[config.mk]
export PLATFORM = sky130hd
export DESIGN_NAME = muldiv_unit
export DESIGN_NICKNAME = d
export VERILOG_FILES = /design/src/rtl/muldiv_pkg.sv /design/src/rtl/muldiv_div_core.sv /design/src/rtl/muldiv_unit.sv
export SDC_FILE = /design/constraint.sdc
export NUM_CORES = 1
export LEC_CHECK = 0
export ABC_AREA = 0
export CORE_MARGIN = 2
export CORE_UTILIZATION = 63
export CTS_BUF_LIST = sky130_fd_sc_hd__clkbuf_8
export DETAILED_ROUTE_END_ITERATION = 6
export PLACE_DENSITY = 0.86
export SLEW_MARGIN = 10
export SYNTH_ARGS = -nofsm -noshare
export SYNTH_HDL_FRONTEND = slang
export SYNTH_HIERARCHICAL = 1
export SYNTH_SLANG_ARGS = --single-unit
export TNS_END_PERCENT = 5
[constraint.sdc]
create_clock -name clk -period 7.11 [get_ports clk]
set_input_delay 1.422 -clock clk [delete_from_list [all_inputs] [get_ports clk]]
set_output_delay 1.422 -clock clk [all_outputs]
set_load 0.005 [all_outputs]
[src/rtl/muldiv_pkg.sv]
// Shared encodings for the RV32M multiply/divide unit.
// Build option: MULDIV_FAST_MUL_EN selects a single-cycle multiplier in muldiv_unit.
package muldiv_pkg;

   localparam logic [2:0] OP_MUL    = 3'd0;
   localparam logic [2:0] OP_MULH   = 3'd1;
   localparam logic [2:0] OP_MULHSU = 3'd2;
   localparam logic [2:0] OP_MULHU  = 3'd3;
   localparam logic [2:0] OP_DIV    = 3'd4;
   localparam logic [2:0] OP_DIVU   = 3'd5;
   localparam logic [2:0] OP_REM    = 3'd6;
   localparam logic [2:0] OP_REMU   = 3'd7;

   localparam logic [31:0] DIV_ZERO_Q = 32'hFFFF_FFFF;
   localparam logic [31:0] INT_MIN    = 32'h8000_0000;

   typedef enum logic [1:0] {IDLE, MUL, DIV, DONE} state_t;

endpackage

[src/rtl/muldiv_div_core.sv]
// Unsigned restoring divider: one quotient bit per enabled cycle. The next-step
// quotient/remainder are exported so the caller can capture the final step directly.
module muldiv_div_core
   import muldiv_pkg::*;
(
   input  logic        clk,
   input  logic        rst_n,
   input  logic        load,
   input  logic        en,
   input  logic [31:0] dividend,
   input  logic [31:0] divisor,
   output logic [31:0] quo_nxt,
   output logic [31:0] rem_nxt
);

   logic [31:0] quo, rem, dvsr, sub;
   logic [32:0] shifted;
   logic        ge;

   // Partial remainder stays below 2*divisor, so the 33-bit compare decides the bit
   // and a 32-bit difference is always exact when it is taken.
   always_comb begin
      shifted = {rem, quo[31]};
      ge      = shifted >= {1'b0, dvsr};
      sub     = shifted[31:0] - dvsr;
      rem_nxt = ge ? sub : shifted[31:0];
      quo_nxt = {quo[30:0], ge};
   end

   always_ff @(posedge clk or negedge rst_n) begin
      if (!rst_n) begin
         quo  <= '0;
         rem  <= '0;
         dvsr <= '0;
      end else if (load) begin
         quo  <= dividend;
         rem  <= '0;
         dvsr <= divisor;
      end else if (en) begin
         quo  <= quo_nxt;
         rem  <= rem_nxt;
      end
   end

endmodule

[src/rtl/muldiv_unit.sv]
// RV32M multiply/divide unit: FSM, sign handling and multiplier around muldiv_div_core.
// Build option: `define MULDIV_FAST_MUL_EN for a one-cycle multiply (latency 2).
module muldiv_unit
   import muldiv_pkg::*;
#(
   parameter int XLEN = 32
)
(
   input  logic            clk,
   input  logic            rst_n,
   input  logic            start,
   input  logic            kill,
   input  logic [2:0]      op,
   input  logic [XLEN-1:0] a,
   input  logic [XLEN-1:0] b,
   output logic            busy,
   output logic            done,
   output logic [XLEN-1:0] result
);

   state_t      state, state_nxt;
   logic [2:0]  op_q;
   logic        neg_q;
   logic [4:0]  cnt;
   logic [31:0] mcand;
   logic [63:0] acc;

   logic        a_sgn, b_sgn, is_div, div_zero, div_ovf, special, neg_at, accept, mul_last;
   logic [31:0] a_mag, b_mag, special_res, mul_res, div_res, quo_nxt, rem_nxt;
   logic [63:0] prod;

   // Operand decode at accept; signed operands become magnitudes.
   always_comb begin
      a_sgn    = (op == OP_MULH) || (op == OP_MULHSU) || (op == OP_DIV) || (op == OP_REM);
      b_sgn    = (op == OP_MULH) || (op == OP_DIV) || (op == OP_REM);
      a_mag    = (a_sgn && a[31]) ? -a : a;
      b_mag    = (b_sgn && b[31]) ? -b : b;
      is_div   = op[2];
      div_zero = is_div && (b == '0);
      div_ovf  = ((op == OP_DIV) || (op == OP_REM)) && (a == INT_MIN) && (b == 32'hFFFF_FFFF);
      special  = div_zero || div_ovf;
      neg_at   = (op == OP_REM) ? a[31] : ((a_sgn & a[31]) ^ (b_sgn & b[31]));
      if (div_zero) special_res = op[1] ? a : DIV_ZERO_Q;
      else          special_res = op[1] ? 32'd0 : INT_MIN;
      accept   = start && !kill && ((state == IDLE) || (state == DONE));
   end

`ifdef MULDIV_FAST_MUL_EN
   logic        a_ext, b_ext;
   logic [63:0] fa, fb;

   // Raw operands held in mcand/acc[31:0]; the extension bit makes it a 33x33 signed product.
   always_comb begin
      a_ext    = ((op_q == OP_MULH) || (op_q == OP_MULHSU)) && mcand[31];
      b_ext    = (op_q == OP_MULH) && acc[31];
      fa       = {{32{a_ext}}, mcand};
      fb       = {{32{b_ext}}, acc[31:0]};
      prod     = fa * fb;
      mul_last = 1'b1;
   end
`else
   logic [32:0] sum;
   logic [63:0] acc_nxt;

   // acc = {partial product, remaining multiplier bits}; shift right each step.
   always_comb begin
      sum      = {1'b0, acc[63:32]} + {1'b0, (acc[0] ? mcand : 32'd0)};
      acc_nxt  = {sum, acc[31:1]};
      prod     = neg_q ? -acc_nxt : acc_nxt;
      mul_last = (cnt == 5'd31);
   end
`endif

   always_comb begin
      mul_res = (op_q == OP_MUL) ? prod[31:0] : prod[63:32];
      if (op_q[1]) div_res = neg_q ? -rem_nxt : rem_nxt;
      else         div_res = neg_q ? -quo_nxt : quo_nxt;
   end

   always_comb begin
      state_nxt = state;
      busy      = 1'b0;
      done      = 1'b0;
      case (state)
         IDLE, DONE: begin
            done      = (state == DONE);
            state_nxt = IDLE;
            if (accept) state_nxt = !is_div ? MUL : (special ? DONE : DIV);
         end
         MUL: begin
            busy = 1'b1;
            if (kill)          state_nxt = IDLE;
            else if (mul_last) state_nxt = DONE;
         end
         DIV: begin
            busy = 1'b1;
            if (kill)                state_nxt = IDLE;
            else if (cnt == 5'd31)   state_nxt = DONE;
         end
         default: state_nxt = IDLE;
      endcase
   end

   always_ff @(posedge clk or negedge rst_n) begin
      if (!rst_n) state <= IDLE;
      else        state <= state_nxt;
   end

   always_ff @(posedge clk or negedge rst_n) begin
      if (!rst_n) begin
         op_q   <= '0;
         neg_q  <= 1'b0;
         cnt    <= '0;
         mcand  <= '0;
         acc    <= '0;
         result <= '0;
      end else begin
         if (accept) begin
            op_q  <= op;
            neg_q <= neg_at;
            cnt   <= '0;
`ifdef MULDIV_FAST_MUL_EN
            mcand <= a;
            acc   <= {32'd0, b};
`else
            mcand <= a_mag;
            acc   <= {32'd0, b_mag};
`endif
            if (special) result <= special_res;
         end else if (state == MUL) begin
            cnt <= cnt + 5'd1;
`ifndef MULDIV_FAST_MUL_EN
            acc <= acc_nxt;
`endif
            if (!kill && mul_last) result <= mul_res;
         end else if (state == DIV) begin
            cnt <= cnt + 5'd1;
            if (!kill && (cnt == 5'd31)) result <= div_res;
         end
      end
   end

   muldiv_div_core u_div (
      .clk      (clk),
      .rst_n    (rst_n),
      .load     (accept && is_div && !special),
      .en       (state == DIV),
      .dividend (a_mag),
      .divisor  (b_mag),
      .quo_nxt  (quo_nxt),
      .rem_nxt  (rem_nxt)
   );

endmodule

==> metrics.txt <==
DRC viols 0; Worst-Margin Slew 1340 ps; Final Power 11700 µW; Starting Density 63.6%; first-pass GRT wire length 107000 µm; Setup Crit Path Kind reg -> reg; outcome finished clean; EDFF count, synth 0; nets 2658; Synth area leaders dfrtp_1, nand2_1, o21ai_0, ha_1, mux2i_1; Port Buffer Count 104; critical path endpoint category flip-flop; Tot GR Track Use 41.6%; area of the multi-input gates 12900 µm²; Mapped Cells 2503; Post-Syn Nets 2651; DIE AREA 33100 µm²; final slew viol count 0; Initial DRC Count 2470; Fmax 151 MHz; Hold Crit Class reg -> reg; crit path DAT 7110 ps; R2R setup slack 500 ps; Skew-Pair Late Insertion Delay 600 ps; Post-Syn Area per Cell 7.98 µm²; most common flop cell mapped by yosys dfrtp_1; vias per cell 6.76; initial antenna violation count 2; # fillers 2607; Pre-antenna DRT Iters 6; CTS tree done; Max H-tree Level 2; worst r2r src u_div/rem[0]$_DFFE_PN0P_; Max Cap Violations 0; Final Hold Fails 0; placer congestion estimate 0.992; area leader, netlist dfrtp_1; Worst R2R Path Depth 20; core area 31400 µm²; Yosys top cell area share 29.4%; CP required 7610 ps; most common cell in the netlist nand2_1; row count 65; Max IR drop VDD 0.000289 V; share of layout cells above drive strength 1 8.03%; PostCTS Resize Cnt 0; reg2reg end result[15]$_DFFE_PN0P_; Power Density 534 nW/µm²; hpwl dp 52200 µm; Seq. cell area 5890 µm²; Root Buffer Master clkbuf_8; Clock Sinks 235; Via Count 19.9k; unrepaired setup endpoints after global routing false; final setup fails 0; Yosys cell types 105; grt ovf 0; CTS max path bufs 3; pin count of the biggest net entering global routing 151; Chip Width 182 µm; Hold Crit Start mcand[3]$_DFFE_PN0P_; Min Clock Period, post-route 6610 ps; Mapped Area 20000 µm²; vias in the first global route 18.8k; DRT antenna net count 0; Pleak 0.00899 µW; Setup TNS 0 ps; CTS Buf Count 43; Commonest cells post-synth nand2_1, o21ai_0, dfrtp_1, nor2_1, a21oi_1; Post-CTS Hold Fix Bufs 0; Max Fanout on Critical Path 25; DR WL/cell 23.7 µm; Area growth syn-to-layout 9.26%; setup bufs post-CTS 0; Seq/Total Area, Yosys 29.4%; synthesized flop and latch total 235; ys async rst share 100%; relative slew slack 10.1%; worst hold endpoint mcand[3]$_DFFE_PN0P_; count of yosys warnings during synthesis 6; IO Pins 105; Worst Hold Depth 2; DRT Wirelength 69800 µm; Post-Route Skew 35.7 ps; crit start category flip-flop; Tcrit/Tclk final 92.9%; Die Y 182 µm; Clk pin slew, worst setup/hold paths 60 ps
## stage by stage
step / area (µm²) / utilization [%] / hold WS (ps) / instances / setup WS (ps)
global route: 21800 / 69.5 / 491 / 2943 / 7.79
detailed placement: 20900 / 66.7 / 455 / 2867 / 641
finish: 21800 / 69.5 / 472 / 2944 / 504
floorplan: 20000 / - / 438 / 2503 / 1920
global placement: 20900 / 66.7 / 453 / 2867 / 874
CTS: 21800 / 69.5 / 472 / 2942 / 566
## cell type report
type | instances | area share (%)
diodes | 2 | 0.0229
clock buffers | 54 | 3.41
clock inverters | 21 | 0.568
inverters | 84 | 1.44
multi-input cells | 2013 | 59.3
flip-flops and latches | 235 | 27.0
well taps | 402 | 2.30
repair buffers | 133 | 5.96
## worst max path at each step
stage / start / end / slack [ps] / cells past startpoint
6_report: u_div/rem[0]$_DFFE_PN0P_ / result[15]$_DFFE_PN0P_ / 500 / 20
5_1_grt: u_div/rem[0]$_DFFE_PN0P_ / result[15]$_DFFE_PN0P_ / 8 / 20
4_1_cts: u_div/rem[0]$_DFFE_PN0P_ / result[15]$_DFFE_PN0P_ / 570 / 20
3_5_place_dp: u_div/rem[0]$_DFFE_PN0P_ / result[15]$_DFFE_PN0P_ / 640 / 20
3_3_place_gp: u_div/rem[0]$_DFFE_PN0P_ / result[31]$_DFFE_PN0P_ / 870 / 20
2_1_floorplan: u_div/rem[0]$_DFFE_PN0P_ / result[31]$_DFFE_PN0P_ / 1920 / 19
## flip-flops by register name, summed over array words and instances (netlist names), 3 cells and up
name,flops
op_q,3
u_div/dvsr,32
cnt,5
mcand,32
u_div/rem,32
u_div/quo,32
result,32
acc,64
## report_power, final
part           switching, µW  internal (µW)
registers                577           1880
clock network            619            718
logic                   4930           2930
## worst max-delay path, stage by stage, from the launching register on
cell       delay (ps)
dfrtp_1           420
ha_1              320
nor2b_1           190
o2111ai_1         190
a211oi_2          320
o2111ai_2         210
a2111oi_4         430
nor2_4            180
inv_2             480
mux2_2            450
or3_1             430
or4_1             430
nor4_1            470
nor2b_1           250
nand2_1           120
or3_1             350
o211ai_1          160
o21ai_0           100
a2111oi_0         660
a221oi_1          120
a21oi_1           220
## per-layer routing
| layer | track usage [%] | vias to the layer above | part of all wire (%) |
|---|---|---|---|
| met5 | 0 | - | 0 |
| met4 | 23.4 | 0 | 6.4 |
| met3 | 8.34 | 226 | 10 |
| met2 | 64.1 | 1161 | 44 |
| li1 | - | 8969 | - |
| met1 | 55.1 | 9553 | 40 |
## cell families after synthesis
family | after synthesis | share of synthesized area [%]
buffers and inverters | 255 | 5.93
adders and majority gates | 77 | 4.90
DFF | 235 | 29.4
muxes | 127 | 6.95
xor gates and xnor gates | 185 | 8.11
and+or+nand+nor | 907 | 21.3
AOI/OAI and AO/OA | 717 | 23.4
## cell usage in the layout, fill, tap and decap left out, types with 22 or more instances in the layout
master           instances
a21oi_1                136
and2_1                  50
buf_4                   26
clkbuf_8                54
clkdlybuf4s50_1        103
dfrtp_1                233
ha_1                    73
inv_1                   96
mux2_2                  25
mux2i_1                 93
nand2_1                369
nand2b_1                22
nand3_1                 41
nand4_1                 27
nor2_1                 202
nor3_1                  53
o211ai_1                25
o21a_1                  31
o21ai_0                260
o31ai_1                 41
or3_1                   27
xnor2_1                 94
xor2_1                  91
Power figures use the tool's default switching activity.
